File: config.mk
export PLATFORM = sky130hd
export DESIGN_NAME = sound_sched
export DESIGN_NICKNAME = d
export VERILOG_FILES = /design/src/rtl/sound_pkg.sv /design/src/rtl/snd_fifo.sv /design/src/rtl/sound_sched.sv
export SDC_FILE = /design/constraint.sdc
export NUM_CORES = 1
export LEC_CHECK = 0
export ABC_AREA = 1
export CAP_MARGIN = 20
export CORE_MARGIN = 1.5
export CORE_UTILIZATION = 42
export DETAILED_ROUTE_END_ITERATION = 6
export GPL_TIMING_DRIVEN = 1
export PLACE_DENSITY = 0.55
export SLEW_MARGIN = 40
export SYNTH_ARGS = -nofsm -noshare
export SYNTH_HDL_FRONTEND = slang
export SYNTH_HIERARCHICAL = 1
export SYNTH_SLANG_ARGS = --single-unit
File: constraint.sdc
create_clock -name clk -period 3.71 [get_ports clk]
set_clock_uncertainty 0.1 [all_clocks]
set_input_delay 0.742 -clock clk [delete_from_list [all_inputs] [get_ports clk]]
set_output_delay 0.742 -clock clk [all_outputs]
set_load 0.1 [all_outputs]
File: src/rtl/sound_pkg.sv
// Shared types and tone durations for the logo sound sequencer.
package sound_pkg;

  typedef enum logic [1:0] {
    PING = 2'd0,
    PONG = 2'd1,
    GO   = 2'd2,
    STOP = 2'd3
  } snd_code_t;

  typedef enum logic [1:0] {
    IDLE = 2'd0,
    LOAD = 2'd1,
    PLAY = 2'd2,
    GAP  = 2'd3
  } state_t;

  // Tone durations in ticks
  localparam int unsigned DUR_PING = 50;
  localparam int unsigned DUR_PONG = 50;
  localparam int unsigned DUR_GO   = 200;
  localparam int unsigned DUR_STOP = 300;
  localparam int unsigned DUR_MAX  = DUR_STOP;

  function automatic int unsigned dur_of(snd_code_t code);
    unique case (code)
      PING:    dur_of = DUR_PING;
      PONG:    dur_of = DUR_PONG;
      GO:      dur_of = DUR_GO;
      default: dur_of = DUR_STOP;
    endcase
  endfunction

endpackage

File: src/rtl/snd_fifo.sv
// Small synchronous request FIFO; pointers carry an extra wrap bit to tell full from empty.
module snd_fifo
  import sound_pkg::*;
#(
  parameter int unsigned DEPTH = 4
) (
  input  logic      clk,
  input  logic      clr,
  input  logic      push,
  input  logic      pop,
  input  logic      flush,
  input  snd_code_t din,
  output snd_code_t dout,
  output logic      full,
  output logic      empty
);

  localparam int unsigned AW = $clog2(DEPTH);

  snd_code_t      mem [DEPTH];
  logic [AW:0]    wptr_q, rptr_q;

  assign dout  = mem[rptr_q[AW-1:0]];
  assign empty = (wptr_q == rptr_q);
  assign full  = (wptr_q[AW] != rptr_q[AW]) && (wptr_q[AW-1:0] == rptr_q[AW-1:0]);

  // Pointer update; flush wins over push/pop
  always_ff @(posedge clk or negedge clr) begin
    if (!clr) begin
      wptr_q <= '0;
      rptr_q <= '0;
    end else if (flush) begin
      wptr_q <= '0;
      rptr_q <= '0;
    end else begin
      if (push) wptr_q <= wptr_q + (AW+1)'(1);
      if (pop)  rptr_q <= rptr_q + (AW+1)'(1);
    end
  end

  // Storage; a push into a full FIFO with a same-cycle pop reuses the slot being read
  always_ff @(posedge clk) begin
    if (push && !flush) mem[wptr_q[AW-1:0]] <= din;
  end

endmodule

File: src/rtl/sound_sched.sv
// Logo sound sequencer: queues tone requests and plays them as timed square waves.
module sound_sched
  import sound_pkg::*;
#(
  parameter int unsigned TICK_CYC = 12000,
  parameter int unsigned DEPTH    = 4,
  parameter int unsigned GAP_TK   = 20,
  parameter int unsigned HP_PING  = 6000,
  parameter int unsigned HP_PONG  = 12000,
  parameter int unsigned HP_GO    = 3000,
  parameter int unsigned HP_STOP  = 24000
) (
  input  logic       clk,
  input  logic       clr,
  input  logic       snd_req,
  input  logic [1:0] snd_code,
  input  logic       mute,
  output logic       spk,
  output logic       busy,
  output logic       full,
  output logic       drop,
  output logic [1:0] cur_code
);

  localparam int unsigned HpA   = (HP_PING > HP_PONG) ? HP_PING : HP_PONG;
  localparam int unsigned HpB   = (HP_GO > HP_STOP) ? HP_GO : HP_STOP;
  localparam int unsigned HpMax = (HpA > HpB) ? HpA : HpB;
  localparam int unsigned TkMax = (DUR_MAX > GAP_TK) ? DUR_MAX : GAP_TK;
  localparam int unsigned HW    = $clog2(HpMax + 1);
  localparam int unsigned TW    = $clog2(TkMax + 1);
  localparam int unsigned PW    = $clog2(TICK_CYC + 1);

  state_t          state_q;
  snd_code_t       cur_q, head;
  logic            stop_pend_q, tone_q, drop_q;
  logic [PW-1:0]   pre_q;
  logic [TW-1:0]   tk_q;
  logic [HW-1:0]   hp_q, hp_sel;
  logic            stop_req, norm_req, push, pop, fifo_full, fifo_empty, tick;
  logic [TW-1:0]   dur_last, gap_last;

  assign stop_req = snd_req && (snd_code_t'(snd_code) == STOP);
  assign norm_req = snd_req && (snd_code_t'(snd_code) != STOP);
  // Loading a non-stop entry frees a slot in the same cycle
  assign pop      = (state_q == LOAD) && !stop_pend_q;
  assign push     = norm_req && (!fifo_full || pop);
  assign tick     = (pre_q == PW'(TICK_CYC - 1));
  assign dur_last = TW'(dur_of(cur_q) - 1);
  assign gap_last = TW'(GAP_TK - 1);

  snd_fifo #(
    .DEPTH (DEPTH)
  ) u_fifo (
    .clk   (clk),
    .clr   (clr),
    .push  (push),
    .pop   (pop),
    .flush (stop_req),
    .din   (snd_code_t'(snd_code)),
    .dout  (head),
    .full  (fifo_full),
    .empty (fifo_empty)
  );

  // Half-period select for the tone currently loaded
  always_comb begin
    hp_sel = HW'(HP_PING);
    unique case (cur_q)
      PING: hp_sel = HW'(HP_PING);
      PONG: hp_sel = HW'(HP_PONG);
      GO:   hp_sel = HW'(HP_GO);
      STOP: hp_sel = HW'(HP_STOP);
    endcase
  end

  // Sequencer FSM with prescaler, duration counter and square-wave generator
  always_ff @(posedge clk or negedge clr) begin
    if (!clr) begin
      state_q     <= IDLE;
      cur_q       <= PING;
      stop_pend_q <= 1'b0;
      tone_q      <= 1'b0;
      drop_q      <= 1'b0;
      pre_q       <= '0;
      tk_q        <= '0;
      hp_q        <= '0;
    end else begin
      drop_q <= norm_req && fifo_full && !pop;
      if (stop_req) begin
        // Stop preempts everything and restarts even if already playing stop
        state_q     <= LOAD;
        cur_q       <= STOP;
        stop_pend_q <= 1'b1;
        tone_q      <= 1'b0;
        pre_q       <= '0;
        tk_q        <= '0;
        hp_q        <= '0;
      end else begin
        unique case (state_q)
          IDLE: begin
            if (!fifo_empty || push) state_q <= LOAD;
          end
          LOAD: begin
            if (!stop_pend_q) cur_q <= head;
            stop_pend_q <= 1'b0;
            tone_q      <= 1'b0;
            pre_q       <= '0;
            tk_q        <= '0;
            hp_q        <= '0;
            state_q     <= PLAY;
          end
          PLAY: begin
            if (hp_q == hp_sel - HW'(1)) begin
              hp_q   <= '0;
              tone_q <= ~tone_q;
            end else begin
              hp_q <= hp_q + HW'(1);
            end
            pre_q <= tick ? '0 : pre_q + PW'(1);
            if (tick) begin
              if (tk_q == dur_last) begin
                // Later assignments override the toggle above
                state_q <= GAP;
                tk_q    <= '0;
                tone_q  <= 1'b0;
                hp_q    <= '0;
              end else begin
                tk_q <= tk_q + TW'(1);
              end
            end
          end
          GAP: begin
            pre_q <= tick ? '0 : pre_q + PW'(1);
            if (tick) begin
              if (tk_q == gap_last) begin
                tk_q    <= '0;
                state_q <= fifo_empty ? IDLE : LOAD;
              end else begin
                tk_q <= tk_q + TW'(1);
              end
            end
          end
        endcase
      end
    end
  end

  assign spk      = tone_q & ~mute;
  assign busy     = (state_q != IDLE) || !fifo_empty;
  assign full     = fifo_full;
  assign drop     = drop_q;
  assign cur_code = cur_q;

endmodule
# After elaboration in Yosys (flattened, before gate mapping)
# Memory sizes are Yosys's and may differ from the RTL's.
# Index checks and enable logic that the tools add are counted.
# W data, S select, Z words.
[classes]
order_cmp = 0
bitwise = 3
n_div = 0
n_reduce_logical = 30
addsub = 7
shifts = 0
multipliers = 0
n_eq_ne = 21
n_mux = 40
[op_table]
columns = ["op", "count"]
rows = [
  ["$mux W15", 4],
  ["$pmux W15 S4", 1],
  ["$mux W9", 5],
  ["$pmux W15 S2", 1],
  ["$mux W14", 2],
  ["$pmux W14 S2", 1],
  ["$pmux W9 S3", 1],
  ["$mux W2", 9],
  ["$pmux W9 S2", 1],
  ["$add A15 B1 Y15 const B", 1],
  ["$eq A15 B15 Y1", 1],
  ["$ne A3 B2 Y1 const B", 5],
  ["$sub A15 B1 Y15 const B", 1],
  ["$add A14 B1 Y14 const B", 1],
  ["$eq A14 B14 Y1 const B", 1],
  ["$mux W3", 4],
  ["$eq A2 B2 Y1 const B", 5],
  ["$add A9 B1 Y9 const B", 1],
  ["$eq A9 B5 Y1 const B", 1],
  ["$eq A9 B9 Y1", 1],
  ["$mux W1", 9],
  ["$sub A9 B1 Y9 const B", 1],
  ["$logic_and A1 B1 Y1", 8],
  ["$pmux W2 S4", 1],
  ["other kinds (20)", 35],
]
[word_totals]
out_inout_bits = 6
rom_bits = 0
n_memories = 1
ramBits = 8
latch_bits = 0
word_cells = 112
inputBits = 6
register_bits = 51
[memory_table]
columns = ["name", "depth", "word_bits", "read_ports", "rd_clocked_by_memory_dff", "wr", "line", "source"]
rows = [
  ["u_fifo.mem", 4, 2, 1, 0, 1, "snd_fifo.sv:20", "snd_code_t mem [DEPTH];"],
]

# Logic depth before layout (Yosys ltp)
[depth]
word_depth = 9
mapped_depth = 14

# Modules after synthesis
# The synthesis kept the hierarchy.
[by_module_without_submodules]
columns = ["mod", "seq_area_each_um2", "n_inst", "cells_per_inst", "area_per_inst_um2"]
rows = [
  ["sound_sched", 1126.1, 1, 410, 3069.2],
  ["snd_fifo", 390.4, 1, 74, 705.7],
]

# Worst setup path after synthesis
# Ideal clock, no wire load.
[synth_path]
path_type = "register -> register"
from = "register u_fifo.rptr_q[0]"
to = "memory u_fifo/mem[0][0] (netlist bit), enable pin"
required_ps = 3364
synth_period_minus_slack_ps = 2959
arrival_ps = 2614
path_stages_with_launch = 10
path_slack_ps = 751
setup_time_ps = 246
cell_sequence = "dfrtp_1 -> buf_6 -> xnor2_1 -> nand2_1 -> nor2_1 -> inv_1 -> o21ai_0 -> inv_1 -> nand2_1 -> nor2_1"
[synth_between]
elab_chain_len = 8
[synth_rtl]
columns = ["item", "line", "source"]
rows = [
  ["start, declared", "snd_fifo.sv:21", "logic [AW:0] wptr_q, rptr_q;"],
  ["start signal, assigned", "snd_fifo.sv:37", "if (pop) rptr_q <= rptr_q + (AW+1)'(1);"],
  ["$eq A2 B2 Y1", "snd_fifo.sv:25", "assign full = (wptr_q[AW] != rptr_q[AW]) && (wptr_q[AW-1:0] == rptr_q[AW-1:0]);"],
  ["$logic_and A1 B1 Y1", "snd_fifo.sv:25", ""],
  ["net full", "sound_sched.sv:20", "output logic full,"],
  ["$logic_not A1 Y1", "sound_sched.sv:46", "assign push = norm_req && (!fifo_full || pop);"],
  ["$logic_or A1 B1 Y1", "sound_sched.sv:46", ""],
  ["$logic_and A1 B1 Y1", "sound_sched.sv:46", ""],
  ["net push", "sound_sched.sv:39", "logic stop_req, norm_req, push, pop, fifo_full, fifo_empty, tick;"],
  ["$logic_and A1 B1 Y1", "snd_fifo.sv:43", "if (push && !flush) mem[wptr_q[AW-1:0]] <= din;"],
  ["$mux W1", "snd_fifo.sv:43", ""],
  ["$mux W1 (not written as such)", "snd_fifo.sv:43", ""],
  ["end, declared", "snd_fifo.sv:20", ""],
]
# The timed path passes the listed nets, and every way through them passes these cells.

# Final worst setup path
[layout_path]
from = "register u_fifo.rptr_q[0]"
to = "output port full"
[layout_between]
elab_chain_len = 2
[layout_rtl]
columns = ["item", "line"]
rows = [
  ["$eq A2 B2 Y1", "snd_fifo.sv:25"],
  ["$logic_and A1 B1 Y1", "snd_fifo.sv:25"],
  ["end, declared", "sound_sched.sv:20"],
]
# No other way between the ends.

==> impl_summary.md <==
Placed design
The post-placement setup slack is 0.890 ns. The number of I/O port buffers is 11. Summing all placed instances gives a cell area of ~3900 um2. The wire-length estimate of the detail-placed layout is approximately 6000 um. At the end of routability-driven placement, the weighted congestion stood at 0.843.

Setup path
On the worst path, the slowest cell contributes a delay of 0.57 ns. The data arrival time of the worst path is 1.67 ns. The critical path goes through xnor2_1 > nand2_1 > nor2_1 > buf_4.

At the worst endpoint, the required time is roughly 2.9 ns. The slowest stage of the critical path belongs to the cell sky130_fd_sc_hd__dfrtp_1. The element type at the critical path start is a flip-flop. STA classifies the critical path endpoint as an output port. The peak fanout along the critical path is 11. The largest delay contributor family on the critical path is flip-flops. The type of the setup path with the least slack is reg -> out. The buffers plus inverters on the worst setup path is 1.

Routing
Dividing the detail-routed via count by the number of cells gives between 4 and 5. For this block, the initial DRC count from the detailed router was 84. The wire length the detailed router placed on met1 is 3920 um. After detailed routing, the average wire length per cell comes to 13.0 um.

The vias after detailed routing is 2995. The uppermost layer routed is met4. The detailed-routed wire length on met2 is 3710 um. The final routed wirelength across all metal layers is 7970 um. The detail route stage leaves a number of antenna-violating nets equal to 0. The number of remaining DRC errors is 0. In the detailed route, the total length drawn on met3 is 244 um.

Before antenna repair, the detailed router went through 5 iterations.

Clock tree
The hold buffer count at cts is 0. After clock tree synthesis, the clock-pin slew on the worst setup and hold paths is 0.07 ns. The root buffer selected by CTS is sky130_fd_sc_hd__clkbuf_8. The number of cells upsized or downsized after cts is 0. The clock net in this run drives a total of 59 sinks.

The clock latency on the worst-skew pair is between 0.3 and 0.4 ns. The level count of the clock H-tree is 3. The number of buffers added for setup after CTS is 0. TritonCTS built the clock tree. In this run, CTS created clock tree buffers numbering 9. The buffer levels on the longest clock path is 2.

Synth
The mean area per synthesized cell is 7.80 um2. The cell taking the most area after synthesis is sky130_fd_sc_hd__dfrtp_1. The number of unique standard cell types used by synthesis is 43. The number of warning messages in the yosys log is 6. The sequential-to-total area share from yosys stat is 0.402. The share of synthesized area in the top cell type comes to 0.338.

By area the synthesized netlist is led by sky130_fd_sc_hd__dfrtp_1 (34%), sky130_fd_sc_hd__nand2_1 (13%), sky130_fd_sc_hd__ha_1 (6.6%). Counting every net in the synthesized netlist gives a little over 500. In the synthesized netlist, the number of instances is 484. The synthesized cell area is ~3800 um2. Synthesis inferred 59 register bits.

Die
For this configuration, the core starts out at a cell density of 0.433. The die span in y is a little under 100 um. The die is 97.8 um wide. The number of placement rows is 34. The standard cell core area is 8720 um2.

For this design the top-level I/O count stands at 12. The die covers 9570 um2.

Final layout
The number of antenna diodes in the final layout is 0. After routing the design area is 4150 um2. The area overhead of the layout relative to synthesis is 9.94%. The final-stage net count is between 500 and 600. The count of fill cells added during filler insertion is 866. The proportion of layout cells with a drive suffix above 1 is 0.0990.

STA
Setup repair after global routing left no endpoint under its margin. The count of endpoints failing setup in the final report is 0. Measured against its own limit, the worst slew margin works out to 0.651. The worst path needs 2.52 ns of the cycle, external delays included. Across all hold checks on the routed design, the worst slack comes to 0.273 ns. The worst path meets setup with 1.19 ns of slack. The final count of pins violating max slew came to 0. Based on the critical path, the design can be clocked at up to 397 MHz. The final worst-path cycle share is 0.678.

The actual transition at the worst max-transition pin is 0.524 ns. Summed over all failing endpoints, the final setup total negative slack is 0 ns. The count of endpoints failing hold in the final timing report came to 0.

GRT
The initial antenna violation count was 0. For this run, the total global-route usage over all layers was measured as 0.181. The via count of the first global-routing pass is 2974.

Entering global routing, the biggest net connects 31 pins. For this run the aggregate overflow at the end of global routing stands at 0. The first-pass GRT wire length is 14100 um.

Run status
The run finished with clean final reports.

Job
The tool flagged a number of max-cap violations equal to 0.

Pwr
The leakage power of the design is 1.98 nW. The largest vdd supply drop is 0.309 mV. Dividing total power by cell area gives a power density of a little over 700 nW/um2.

The overall power of the completed layout is 2.93 mW.

Min path
The tightest min-delay check is of the in -> async type.
final cells by class:
type,count,area [um2],area share
timing repair buffer,12,92.6,0.0223
inverter,71,268,0.0645
sequential,59,1520,0.365
clock buffer,11,131,0.0317
multi-input combinational,347,1930,0.465
clock inverter,5,77.6,0.0187
tap,108,135,0.0326
per-layer routing:
layer  vias to the layer above  GRT usage
li1                       1569          -
met1                      1375      0.250
met2                        45      0.287
met3                         6     0.0329
met4                         0     0.0615
met5                         -          0
through the flow:
step	cells	util
CTS	613	0.476
global route	613	0.476
detailed placement	597	0.452
global placement	597	0.453
finish	613	0.476
floorplan	484	-
cell usage after synthesis, drive strengths merged:
| library cell | count |
|---|---|
| nand3b | 1 |
| nor4 | 1 |
| edfxtp | 8 |
| dfrtp | 51 |
| or2 | 1 |
| xor2 | 19 |
| nor3 | 11 |
| ha | 20 |
| nand4 | 10 |
| inv | 70 |
| buf | 5 |
| clkbuf | 2 |
| nand3 | 27 |
| nand2 | 133 |
| nor2 | 58 |
| clkinv | 1 |
| a21boi | 2 |
| o22ai | 2 |
| a41oi | 1 |
| a31oi | 1 |
| a32o | 1 |
| a21o | 1 |
| o21ai | 16 |
| xnor2 | 7 |
| o21a | 1 |
| o211ai | 6 |
| o311ai | 1 |
| a21oi | 27 |
worst register-to-register path, stage by stage (launching register included):
cell and delay (ns):
sky130_fd_sc_hd__dfrtp_1 0.46, sky130_fd_sc_hd__inv_1 0.16, sky130_fd_sc_hd__ha_1 0.28, sky130_fd_sc_hd__inv_1 0.15, sky130_fd_sc_hd__nand2_1 0.07, sky130_fd_sc_hd__nand2_1 0.05
sky130_fd_sc_hd__nand2_1 0.05, sky130_fd_sc_hd__nor2_1 0.09, sky130_fd_sc_hd__nand3_1 0.09, sky130_fd_sc_hd__nand2_1 0.16, sky130_fd_sc_hd__nand2_1 0.15, sky130_fd_sc_hd__nand2_2 0.27
sky130_fd_sc_hd__nand2_1 0.09, sky130_fd_sc_hd__nand2_1 0.07, sky130_fd_sc_hd__nand2_1 0.04
kinds of logic (layout without fill, tap and decap cells):
group	count (synthesis)	in the layout	share of synthesized area
buffers and inverters	78	99	0.0872
adders and majority gates	20	20	0.0663
AOI/OAI and AO/OA	59	59	0.0971
xor gates and xnor gates	26	26	0.0603
and+or+nand+nor	242	242	0.287
DFF	59	59	0.402
power by group:
part           switching (mW)  internal, mW
sequential              0.120         0.768
clock                   0.263         0.377
combinational           0.983         0.422
total                    1.37          1.57
layout by cell type (no fill, tap or decap), types with 6 or more instances in the layout:
| cell | instances |
|---|---|
| sky130_fd_sc_hd__inv_1 | 61 |
| sky130_fd_sc_hd__clkbuf_8 | 9 |
| sky130_fd_sc_hd__a21oi_1 | 26 |
| sky130_fd_sc_hd__dfrtp_1 | 51 |
| sky130_fd_sc_hd__nand4_1 | 10 |
| sky130_fd_sc_hd__o21ai_0 | 10 |
| sky130_fd_sc_hd__nor2_1 | 49 |
| sky130_fd_sc_hd__xor2_1 | 19 |
| sky130_fd_sc_hd__nand3_1 | 26 |
| sky130_fd_sc_hd__nand2_1 | 128 |
| sky130_fd_sc_hd__o211ai_1 | 6 |
| sky130_fd_sc_hd__nor3_1 | 11 |
| sky130_fd_sc_hd__edfxtp_1 | 8 |
| sky130_fd_sc_hd__inv_2 | 9 |
| sky130_fd_sc_hd__xnor2_1 | 7 |
| sky130_fd_sc_hd__ha_1 | 20 |
flip-flops by register name, summed over array words and instances, names as in the netlist, 2 cells and up:
signal / cells
hp_q: 15
pre_q: 14
tk_q: 9
u_fifo/mem: 8
u_fifo/rptr_q: 3
u_fifo/wptr_q: 3
cur_code: 2
state_q: 2
final timing paths:
| kind | slack (ns) | to | startpoint | cells past startpoint |
|---|---|---|---|---|
| worst max-delay path | 1.19 | full | u_fifo/rptr_q[0] | 4 |
| worst min-delay path | 0.27 | pre_q[13] | clr | 1 |
| worst max register to register | 1.33 | tone_q | cur_code[0] | 14 |
| worst min register to register | 0.39 | tone_q | tone_q | 2 |
| max in group asynchronous | 2.44 | hp_q[0] | clr | 2 |
| min in group clk | 0.39 | tone_q | tone_q | 2 |
Note: power is estimated with default switching activity, not from simulation.
